File: config.mk
export PLATFORM = sky130hd
export DESIGN_NAME = bcd_output_unit
export DESIGN_NICKNAME = d
export VERILOG_FILES = /design/src/rtl/bcd_output_unit.sv
export SDC_FILE = /design/constraint.sdc
export NUM_CORES = 1
export LEC_CHECK = 0
export ABC_AREA = 0
export CAP_MARGIN = 20
export CORE_MARGIN = 1
export CORE_UTILIZATION = 53
export CTS_CLUSTER_DIAMETER = 60
export DETAILED_ROUTE_END_ITERATION = 7
export PLACE_DENSITY = 0.78
export RECOVER_POWER = 50
export SLEW_MARGIN = 20
export SYNTH_ARGS = -nofsm -noshare
export SYNTH_HDL_FRONTEND = slang
export SYNTH_SLANG_ARGS = --single-unit
File: constraint.sdc
create_clock -name clk -period 2.11 [get_ports clk]
set_input_delay 0.422 -clock clk [delete_from_list [all_inputs] [get_ports clk]]
set_output_delay 0.422 -clock clk [all_outputs]
set_load 0.005 [all_outputs]
File: src/rtl/bcd_output_unit.sv
// Signed 8-bit to sign + 3-digit BCD converter (sequential double-dabble).
// Optional leading-zero blanking: define LEADING_BLANK_EN.
module bcd_output_unit #(
    parameter logic [3:0] NEG_CODE   = 4'd14,
    parameter logic [3:0] BLANK_CODE = 4'd15
) (
    input  logic        clk,
    input  logic        reset,
    input  logic        start,
    input  logic [7:0]  bin_in,
    output logic        busy,
    output logic        done,
    output logic [15:0] bcd_out
);

`ifdef LEADING_BLANK_EN
    localparam bit BLANK_EN = 1'b1;
`else
    localparam bit BLANK_EN = 1'b0;
`endif

    typedef enum logic [1:0] {
        IDLE,
        CONV,
        FIN
    } state_t;

    state_t      state_q, state_d;
    logic        neg_q, neg_d;
    logic [7:0]  mag_q, mag_d;
    logic [11:0] bcd_q, bcd_d;
    logic [3:0]  cnt_q, cnt_d;
    logic        busy_q, busy_d;
    logic        done_q, done_d;
    logic [15:0] bcd_out_q, bcd_out_d;

    logic [11:0] adj;
    logic [3:0]  hund_w, tens_w, ones_w, sign_w;

    always_comb begin
        adj[3:0]  = (bcd_q[3:0]  >= 4'd5) ? bcd_q[3:0]  + 4'd3 : bcd_q[3:0];
        adj[7:4]  = (bcd_q[7:4]  >= 4'd5) ? bcd_q[7:4]  + 4'd3 : bcd_q[7:4];
        adj[11:8] = (bcd_q[11:8] >= 4'd5) ? bcd_q[11:8] + 4'd3 : bcd_q[11:8];
    end

    // Tens is only darkened when hundreds is also zero; ones always shows.
    always_comb begin
        ones_w = bcd_q[3:0];
        tens_w = bcd_q[7:4];
        hund_w = bcd_q[11:8];
        sign_w = neg_q ? NEG_CODE : 4'h0;
        if (BLANK_EN) begin
            if (bcd_q[11:8] == 4'd0) begin
                hund_w = BLANK_CODE;
                if (bcd_q[7:4] == 4'd0) begin
                    tens_w = BLANK_CODE;
                end
            end
            if (!neg_q) begin
                sign_w = BLANK_CODE;
            end
        end
    end

    always_comb begin
        state_d   = state_q;
        neg_d     = neg_q;
        mag_d     = mag_q;
        bcd_d     = bcd_q;
        cnt_d     = cnt_q;
        busy_d    = busy_q;
        done_d    = 1'b0;
        bcd_out_d = bcd_out_q;
        unique case (state_q)
            IDLE: begin
                if (start) begin
                    neg_d   = bin_in[7];
                    mag_d   = bin_in[7] ? (~bin_in + 8'd1) : bin_in;
                    bcd_d   = 12'd0;
                    cnt_d   = 4'd0;
                    busy_d  = 1'b1;
                    state_d = CONV;
                end
            end
            CONV: begin
                {bcd_d, mag_d} = {adj[10:0], mag_q, 1'b0};
                cnt_d = cnt_q + 4'd1;
                if (cnt_q == 4'd7) begin
                    state_d = FIN;
                end
            end
            FIN: begin
                bcd_out_d = {sign_w, hund_w, tens_w, ones_w};
                done_d    = 1'b1;
                busy_d    = 1'b0;
                state_d   = IDLE;
            end
            default: begin
                busy_d  = 1'b0;
                state_d = IDLE;
            end
        endcase
    end

    always_ff @(posedge clk) begin
        if (reset) begin
            state_q   <= IDLE;
            neg_q     <= 1'b0;
            mag_q     <= 8'd0;
            bcd_q     <= 12'd0;
            cnt_q     <= 4'd0;
            busy_q    <= 1'b0;
            done_q    <= 1'b0;
            bcd_out_q <= 16'h0000;
        end else begin
            state_q   <= state_d;
            neg_q     <= neg_d;
            mag_q     <= mag_d;
            bcd_q     <= bcd_d;
            cnt_q     <= cnt_d;
            busy_q    <= busy_d;
            done_q    <= done_d;
            bcd_out_q <= bcd_out_d;
        end
    end

    assign busy    = busy_q;
    assign done    = done_q;
    assign bcd_out = bcd_out_q;

endmodule

=== Word-level counts from Yosys, hierarchy flattened ===
Cells that the tools add are included.

* Add/subtract/negate cells: 5
* Magnitude comparators: 3
* Equal/unequal tests: 5
* Muxes and demuxes: 17
* Bitwise operators: 2
* Reduce and logical (&&, ||, !) cells: 6

{| class="wikitable"
|+ Operators by type and width
! cell !! number
|-
| case mux 12 bit (2 select lines) || 1
|-
| two-way mux 4 bit || 4
|-
| two-way mux 8 bit || 2
|-
| case mux 8 bit (2 select lines) || 1
|-
| greater-or-equal comparator 4 x 3 -> 1 bit, second input constant || 3
|-
| two-way mux 12 bit || 1
|-
| adder 4 x 2 -> 4 bit, second input constant || 2
|-
| adder 8 x 1 -> 8 bit, second input constant || 1
|-
| NOT 8 bit || 1
|-
| case mux 4 bit (2 select lines) || 1
|-
| AND reduction 2 bit || 4
|-
| adder 4 x 1 -> 4 bit, second input constant || 1
|-
| equality test 4 x 3 -> 1 bit, second input constant || 1
|-
| two-way mux 2 bit || 2
|-
| inequality test 2 bit, second input constant || 2
|-
| case mux 2 bit (2 select lines) || 1
|-
| adder 3 x 2 -> 3 bit, second input constant || 1
|-
| two-way mux 3 bit || 1
|-
| equality test 2 x 1 -> 1 bit, second input constant || 1
|-
| equality test 2 bit, second input constant || 1
|-
| zero test 2 bit || 1
|-
| two-way mux 1 bit || 2
|-
| case mux 1 bit (2 select lines) || 1
|-
| nonzero test 2 bit || 1
|-
| NOT 1 bit || 1
|}

* Bits in registers: 45
* Input bits: 11
* Output and inout bits: 18
* Logic and storage cells: 46

=== Longest topological paths before layout ===
Gate-level depths: netlist of run 1.

* Depth in word-level cells: 5
* Gate-level depth with buffers: 6

=== Least setup slack after synthesis of run 1 ===
No wires, ideal clock.

* Path type: register to register
* Start: register bcd_q[9]
* End: register bcd_q[10]
* Data arrival time: 1386 ps
* Required time: 2023 ps
* Setup slack: 637 ps
* Stages on the path, launching flop included: 7
* Path buffers: 0
* Period minus slack after synthesis: 1473 ps
* Cells stage by stage: dfxtp_1 > inv_1 > ha_1 > nand2b_1 > a21oi_1 > mux2_2 > o31ai_1

* Longest elaborated chain between the ends: 3
* Elaborated cells between the ends (all ways): 4

{| class="wikitable"
|+ Ends and longest elaborated chain
! element !! RTL line !! RTL
|-
| start: declaration || 31 || <nowiki>logic [11:0] bcd_q, bcd_d;</nowiki>
|-
| start signal: assignment || 110 || <nowiki>bcd_q <= 12'd0;</nowiki>
|-
| start signal: assignment || 119 || <nowiki>bcd_q <= bcd_d;</nowiki>
|-
| greater-or-equal comparator 4 x 3 -> 1 bit / adder 3 x 2 -> 3 bit (equally long branches) || 43 || <nowiki>adj[11:8] = (bcd_q[11:8] >= 4'd5) ? bcd_q[11:8] + 4'd3 : bcd_q[11:8];</nowiki>
|-
| two-way mux 3 bit * || 43 ||
|-
| case mux 12 bit (2 select lines) * || 74 || <nowiki>unique case (state_q)</nowiki>
|}

Mark *: on every way between the ends. The rest lies on a longest branch, timed or not.
A chain may end at the register's enable or synchronous reset.

=== Final worst setup path of run 1 ===
* Start: input start
* End: register cnt_q[3]

* Longest elaborated chain between the ends: 2

{| class="wikitable"
|+ Ends and longest elaborated chain
! element !! RTL line !! RTL
|-
| start: declaration || 9 || <nowiki>input logic start,</nowiki>
|-
| inequality test 2 bit (no source line) || - ||
|-
| AND reduction 2 bit (no source line) || - ||
|-
| end signal: assignment || 120 || <nowiki>cnt_q <= cnt_d;</nowiki>
|-
| end: declaration || 32 || <nowiki>logic [3:0] cnt_q, cnt_d;</nowiki>
|}

Every way passes these cells.

==> flow_results.org, run 1 <==
** Status
- The run finished with clean final reports.

** Global route
- In this run the most used layer during global routing was met2.
- Vias in the first global route :: 1662
- The initial antenna violation count came to 0.
- In the global route stage, met1 resource usage came out at 27.16%.
- Total GRT Usage :: 23.14%
- Entering global routing, the biggest net connects 30 pins.
- After global routing the overflow that remains totals 0.
- GR Util met2 :: 40.08%
- Global-route wire length before repair :: 7169 um
- For met3 alone, demand over resource in global routing was 5.657%.

** Die
- Die area :: 3922 um2
- Top-Level Pins :: 29
- Measured along the x axis, the die boundary spans 62.63 um.
- Starting density of the core :: 57.03%
- The total area inside the core boundary comes to 3416 um2.
- Height of the die :: 62.63 um
- After floorplanning, the core was divided into 21 placement rows.

** Min path
- The startpoint identified for the worst hold timing path is bcd_out[7].
- For hold timing, the worst endpoint is bcd_out[7].
- The tightest min-delay check is of the flop to flop type.
- Along the worst hold path, the cell count comes to 2.

** STA
- Slew Limit Fails :: 0
- For the pin with the worst max-slew slack, the measured transition is 0.6700 ns.
- Setup repair after global routing missed its margin :: no
- Setup violations remaining at the end of the flow were counted as 0.
- Relative slew slack :: 54.99%
- Highest achievable clock rate :: 551.9 MHz
- The routed design could run at a clock period as short as 1.812 ns.
- Accumulated negative setup slack :: 0 ns
- Total count of hold-check failures in the final report :: 0
- Dividing the final minimum period by the clock period gives 85.87%.
- Worst Skew :: 0.01537 ns

** Route
- Total vias in the final route :: 1721
- After detailed routing, the number of remaining DRC violations is 0.
- Dividing the detail-routed via count by the number of cells gives 5.570.
- The detailed router finished its first iteration with 102 violations.
- Residual antenna-violating net count after detailed routing :: 0
- For this block, the routed nets add up to 4157 um of wire.
- Before antenna repair, the detailed router went through 4 iterations.
- Dividing the detail-routed wire length by the instance count gives 13.45 um.

** Synth
- Unique masters post-synth :: 41
- The synthesized netlist devotes 5.138% of its cell area to adder and majority cells.
- After synthesis, the largest family of logic cells by area is simple AND/OR/NAND/NOR gates.
- The synthesized netlist devotes 21.45% of its cell area to simple gates.
- Multiplexer share of the synthesized area :: 2.119%
- After synthesis the netlist holds a flip-flop and latch count of 42.
- Mapped Nets :: 252
- Post-synthesis instance area :: 1948 um2
- Avg Inst Size Synth :: 8.361 um2
- Syn Inst Count :: 233
- Compound-gate portion of the synthesized area :: 19.59%
- Synth Area in XOR/XNOR :: 2.697%
- Warnings from Yosys :: 0
- Of the synthesized area, sequential elements account for 43.16%.

** Clock tree
- The number of clock buffers added by TritonCTS is 5.
- Post-CTS timing repair inserted 0 buffers for setup.
- Gates resized, CTS repair :: 0
- Post-CTS Hold Fix Bufs :: 0
- Clk slew on worst S/H paths :: 0.12 ns
- Maximum root-to-sink buffer count :: 2
- # H-tree levels :: 2
- Clk sinks :: 42
- In this run the clock root is driven by a sky130_fd_sc_hd__clkbuf_4.
- Insertion delay of the later-clocked pin in the worst-skew pair :: 0.36 ns
- TritonCTS built the clock tree.

** Finish
- The top cell types in the final layout, fill and taps aside, are 42 x sky130_fd_sc_hd__dfxtp_1, 34 x sky130_fd_sc_hd__nand2_1, 32 x sky130_fd_sc_hd__a21oi_1, 25 x sky130_fd_sc_hd__clkdlybuf4s50_1, 12 x sky130_fd_sc_hd__nor2_1.
- Count of nets after finishing :: 282
- Leading cell type in the layout, fill and taps excluded :: sky130_fd_sc_hd__dfxtp_1
- The repair_antennas step left the layout with diodes totalling 0.
- Final Util :: 68.46%
- From synthesis to final layout, the design area changed by 20.04%.
- Ratio of cells with drive above 1 in the final layout :: 6.844%

** Placement
- The congestion estimate from routability-driven global placement came to 0.8509.
- In this run the tool buffered the top-level ports with 27 buffer cells.
- The HPWL after detailed placement is 3039 um.

** Critical path
- Reg-to-Reg End :: bcd_q[1]
- Largest driver fanout on the critical path :: 10
- For flop-to-flop paths, the worst setup slack is 0.36 ns.
- The worst register-to-register path begins at state_q[1].
- For the worst setup path, the data arrival time is 2.07 ns.
- The worst setup path is captured at a flop.
- The number of cells on the worst reg-to-reg path is 4.
- The worst setup path is launched from an input port.
- STA puts the critical path data required time at 2.37 ns.
- The critical path in this run is classified as input port to flop.

** Flow run
- Number of max-capacitance violations reported :: 0

** Pwr
- Flop pwr share :: 61.0%
- Across the VDD grid, the largest voltage drop is 0.3399 mV.
- Internal power component :: 998.1 uW
- Power per unit of standard cell area :: 576.2 nW/um2
- In this run switching power makes up 25.93% of total power.
- Clock group share of total power :: 27.6%
- Leakage power of the design :: 0.0008572 uW
- Logic gate share of total power :: 11.4%
- Net switching power figure :: 349.3 uW
power by group through the flow:
stage / logic [uW] / clock network, uW / registers, uW
2_1_floorplan: 88.3 / 0 / 837
3_3_place_gp: 156 / 0 / 840
3_5_place_dp: 159 / 0 / 840
4_1_cts: 160 / 379 / 822
5_1_grt: 169 / 418 / 825
6_report: 153 / 372 / 822
worst max-delay path: stages:
cell and delay [ns]:
sky130_fd_sc_hd__dlygate4sd3_1 0.58, sky130_fd_sc_hd__or3b_1 0.41, sky130_fd_sc_hd__clkbuf_1 0.25, sky130_fd_sc_hd__and3_1 0.23, sky130_fd_sc_hd__o21a_1 0.17
how the worst max path moves through the flow:
stage,from,to,slack [ns],cells past startpoint
after detailed placement,start,cnt_q[3],0.13,5
after global routing,state_q[1],bcd_q[5],0.24,4
after global placement,bin_in[0],mag_q[6],0.15,7
after CTS,bcd_out[14],bcd_out[15],0.41,1
final,start,cnt_q[3],0.30,5
after floorplan,bcd_q[9],bcd_q[10],0.64,6
metrics by stage:
stage	std cells	area [um2]	setup WS (ns)	total power, uW	hold WS [ns]
floorplan	233	1948	0.6373	925.3	0.4313
global placement	302	2307	0.1454	996.3	0.4405
detailed placement	302	2307	0.1271	998.8	0.4491
CTS	309	2355	0.4112	1361	0.4648
global route	309	2338	0.2434	1412	0.4880
finish	309	2338	0.2982	1347	0.4603
synth_stat cells, drive strengths merged:
cell type	count	area [um2]
dfxtp	42	840.8
nand2	34	127.6
a21oi	32	160.2
nor2	12	45.04
buf	11	57.55
inv	11	41.29
o21ai	9	45.04
ha	8	100.1
nand3	8	40.04
nor3	7	40.04
a22o	6	52.55
nand2b	6	37.54
a22oi	5	37.54
xnor2	5	43.79
clkbuf	3	11.26
mux2i	3	30.03
nand4	3	18.77
nor3b	3	27.52
o31ai	3	22.52
and2	2	12.51
and3	2	12.51
nand3b	2	15.01
nor2b	2	12.51
a221oi	1	8.760
a222oi	1	10.01
a31o	1	8.760
conb	1	3.750
mux2	1	11.26
nor4	1	6.260
o211ai	1	12.51
o21a	1	7.510
o21bai	1	7.510
o41ai	1	8.760
or3	1	6.260
or3b	1	8.760
or4	1	7.510
xor2	1	8.760
sequential cells by signal, summed over array words and instances, names as in the netlist:
signal	flops
bcd_out	13
bcd_q	12
mag_q	8
cnt_q	4
state_q	2
busy	1
done	1
neg_q	1
cell families after synthesis:
group / count (synthesis)
AO/OA/AOI/OAI: 62
XOR/XNOR: 6
adder cells (fa/ha/maj): 8
buffers and inverters: 25
flip-flops: 42
multiplexers: 4
other: 1
AND/OR/NAND/NOR: 85
per-layer routing:
layer	part of all wire [%]	wire (um)
met5	0	0
met4	2.1	89
met3	3.2	132
met2	49	2034
met1	46	1900
layout make-up:
class	count	area (um2)
clock buffer	5	37.54
clock inverter	2	10.01
fill	311	1077
inverter	11	41.29
multi-input combinational	166	992.2
sequential	42	840.8
tap	46	57.56
timing repair buffer	37	359.1
Power figures use the tool's default switching activity.
==> inputs of run 2 (changes only) <==
--- a/config.mk
+++ b/config.mk
@@ -7,11 +7,13 @@
 export LEC_CHECK = 0
 export ABC_AREA = 0
 export CAP_MARGIN = 20
+export CELL_PAD_IN_SITES_DETAIL_PLACEMENT = 0
+export CELL_PAD_IN_SITES_GLOBAL_PLACEMENT = 1
 export CORE_MARGIN = 1
-export CORE_UTILIZATION = 53
+export CORE_UTILIZATION = 40
 export CTS_CLUSTER_DIAMETER = 60
 export DETAILED_ROUTE_END_ITERATION = 7
-export PLACE_DENSITY = 0.78
+export PLACE_DENSITY_LB_ADDON = 0.1
 export RECOVER_POWER = 50
 export SLEW_MARGIN = 20
 export SYNTH_ARGS = -nofsm -noshare
==> flow_results.org, run 2 (same netlist as run 1, synthesis figures left out) <==
** Route
- Met1 Routed Length :: 2099 um (was 1900 um)
- The length of routed met2 wiring was 2049 um (was 2034 um).
- Detailed router's first-iteration violation count :: 85 (was 102)
- DRC errors left :: 0 (unchanged)
- The remaining antenna violation count was 0 (unchanged).
- Topmost layer with routed signal wires :: met4 (unchanged)
- WL/cell :: 13.45 um (about the same)
- Vias per std cell :: 5.321 (was 5.570)
- WL met3 :: 108 um (was 132 um)
- The number of detailed-route iterations in the first pass came to 4 (unchanged).
- The final wirelength came to 4317 um (was 4157 um).
- Total vias in the final route :: 1708 (was 1721)

** Die
- Starting density of the core :: 41.52% (was 57.03%)
- Height of the die :: 71.79 um (was 62.63 um)
- Top-Level Pins :: 29 (unchanged)
- X dimension of the die :: 71.79 um (was 62.63 um)
- Die area :: 5153 um2 (was 3922 um2)
- Number of rows created at floorplan :: 25 (was 21)
- Floorplan core area :: 4692 um2 (was 3416 um2)

** Critical path
- The largest delay contributor family on the critical path is simple AND/OR/NAND/NOR gates (was buffers and inverters).
- The end of the worst register-to-register path is bcd_q[10] (was bcd_q[1]).
- The signal arrival time at the worst endpoint was 1.98 ns (was 2.07 ns).
- Critical Path Start Type :: input port (unchanged)
- The highest net fanout along the worst path is 5 (was 10).
- The critical register-to-register path startpoint was bcd_q[9] (was state_q[1]).
- Setup slack on the worst flop-to-flop path :: 0.50 ns (was 0.36 ns)
- The class of the most critical setup path is input port to flop (unchanged).
- The biggest cell delay along the critical path was 0.57 ns (was 0.58 ns).
- CP endpoint kind :: flop (unchanged)
- Endpoint required time on the critical path :: 2.31 ns (was 2.37 ns)
- Crit-path cells: dlygate4sd3_1, nor3b_1, nor3_1, a22o_1 (was dlygate4sd3_1, or3b_1, clkbuf_1, and3_1, o21a_1).
- Critical-path top delay cell :: sky130_fd_sc_hd__dlygate4sd3_1 (unchanged)
- The critical path buffer and inverter count is 1 (was 2).
- Register-to-Register Path Depth :: 6 (was 4)

** Clock tree
- The number of gates given a new drive strength after cts came to 0 (unchanged).
- TritonCTS clock tree :: built (unchanged)
- Root cell of the clock tree :: sky130_fd_sc_hd__clkbuf_8 (was sky130_fd_sc_hd__clkbuf_4)
- Clk slew on worst S/H paths :: 0.08 ns (was 0.12 ns)
- The clock sink count came to 42 (unchanged).
- The clock latency reported for the late side of the worst-skew pair is 0.30 ns (was 0.36 ns).
- The post-CTS setup buffer count is 0 (unchanged).
- The maximum root-to-sink buffer count came to 2 (unchanged).
- # H-tree levels :: 2 (unchanged)
- The number of clock buffers inserted by TritonCTS is 5 (unchanged).
- The count of hold buffers inserted by post-cts repair is 0 (unchanged).

** STA
- Worst Skew :: 0.007026 ns (was 0.01537 ns)
- Fin crit share :: 84.30% (was 85.87%)
- The setup violation total in the final timing report is 0 (unchanged).
- Highest achievable clock rate :: 562.2 MHz (was 551.9 MHz)
- Slew @ Worst Pin :: 0.6243 ns (was 0.6700 ns)
- Setup repair after global routing missed its margin: no (unchanged).
- The count of endpoints failing hold in the final timing report is 0 (unchanged).
- The accumulated negative setup slack came to 0 ns (unchanged).
- Relative slew slack :: 58.06% (was 54.99%)
- Min Tclk post-route :: 1.779 ns (was 1.812 ns)
- The worst hold slack was 0.4545 ns (was 0.4603 ns).
- Slew Limit Fails :: 0 (unchanged)

** Flow run
- The total of max-cap violations came to 0 (unchanged).

** Finish
- The area growth from synthesis to layout was 23.51% (was 20.04%).
- Count of fill cells added during filler insertion :: 489 (was 311)
- The number of flip-flops under the largest register name is 13 (unchanged).
- Diode count :: 0 (unchanged)
- Leading cell type in the layout, fill and taps excluded :: sky130_fd_sc_hd__dfxtp_1 (unchanged)
- Most frequent cells in the layout :: 42 x sky130_fd_sc_hd__dfxtp_1, 34 x sky130_fd_sc_hd__nand2_1, 32 x sky130_fd_sc_hd__a21oi_1, 25 x sky130_fd_sc_hd__clkdlybuf4s50_1, 12 x sky130_fd_sc_hd__nor2_1 (unchanged)
- The combined area of the multi-input logic cells is 987.2 um2 (was 992.2 um2).
- The fraction of layout instances using a drive strength above 1 came to 8.240% (was 6.844%).
- The final layout net count was 285 (was 282).
- Area of all sequential standard cells :: 840.8 um2 (unchanged)

** Global route
- Vias in the first global route :: 1488 (was 1662)
- Global-route wire length before repair :: 7113 um (was 7169 um)
- Antenna violations before repair :: 0 (unchanged)
- Total GRT Usage :: 17.89% (was 23.14%)
- The maximum number of pins on one net before global-route repair is 15 (was 30).
- Total grt overflow :: 0 (unchanged)

** Min path
- Cells on Worst Hold Path :: 2 (unchanged)
- The launch instance of the worst min-delay path is bcd_out[6] (was bcd_out[7]).
- The worst min-delay path class is flop to flop (unchanged).
- End point of the worst hold path :: bcd_out[6] (was bcd_out[7])

** Pwr
- Leakage power of the design :: 0.0008905 uW (was 0.0008572 uW)
- The power per cell area was 666.8 nW/um2 (was 576.2 nW/um2).
- Largest vdd supply drop :: 0.4178 mV (was 0.3399 mV)

** Placement
- Estimated wirelength of the detail-placed design :: 3113 um (was 3039 um)
- The port buffer count is 27 (unchanged).
- The last weighted congestion value of the routability-driven placer was 0.7234 (was 0.8509).

** Status
- Result of the run :: finished clean (unchanged)
==> run 2: cell count changes in the layout (fill, tap and decap cells not counted), sizes merged <==
cell	change
buf	+4
bufinv	+1
clkbuf	-1
==> run 2: how the worst max path moves through the flow <==
stage	start	end	slack (ns)	cells after the start
after floorplan	bcd_q[9]	bcd_q[10]	0.64	6
after global routing	start	bcd_q[6]	0.21	4
after CTS	start	mag_q[6]	0.44	4
after detailed placement	start	mag_q[6]	0.12	4
after global placement	start	mag_q[6]	0.15	4
final	start	bcd_q[2]	0.33	4
==> run 2: cell type report <==
class / count / area share, %
Clock buffer: 5 / 2.860
Clock inverter: 3 / 1.664
Sequential cell: 42 / 34.95
Timing Repair Buffer: 40 / 14.98
Tap cell: 54 / 2.808
Multi-Input combinational cell: 166 / 41.03
Inverter: 11 / 1.716
==> run 2: layer usage <==
| layer | GRT usage [%] | vias up |
|---|---|---|
| met3 | 4.219 | 6 |
| met2 | 28.09 | 26 |
| met1 | 23.19 | 797 |
| met4 | 8.497 | 0 |
| met5 | 0 | - |
| li1 | - | 879 |
==> run 2: through the flow <==
stage                     instances  total power [uW]  utilization [%]  cell area, um2  worst slack, ns
after global routing            321              1678            51.28            2406           0.2063
after global placement          313             997.5            49.33            2315           0.1452
after floorplan                 233             925.3                -            1948           0.6373
after CTS                       321              1633            51.65            2424           0.4439
after detailed placement        313             997.6            49.33            2315           0.1238
final                           321              1604            51.28            2406           0.3312
==> run 2: worst register-to-register path, cell delays in order (launching register included) <==
cell                       delay (ns)
sky130_fd_sc_hd__dfxtp_1         0.38
sky130_fd_sc_hd__inv_1           0.09
sky130_fd_sc_hd__ha_1            0.17
sky130_fd_sc_hd__nand2b_1        0.13
sky130_fd_sc_hd__a21oi_1         0.21
sky130_fd_sc_hd__mux2_2          0.36
sky130_fd_sc_hd__o31ai_1         0.17
==> run 2: power breakdown <==
part           total, uW  internal (uW)  leakage (uW)  switching, uW
registers            822            809      0.000340           12.4
logic                152           66.6      0.000492           85.5
clock network        631            348     0.0000579            282
total               1600           1220      0.000891            380
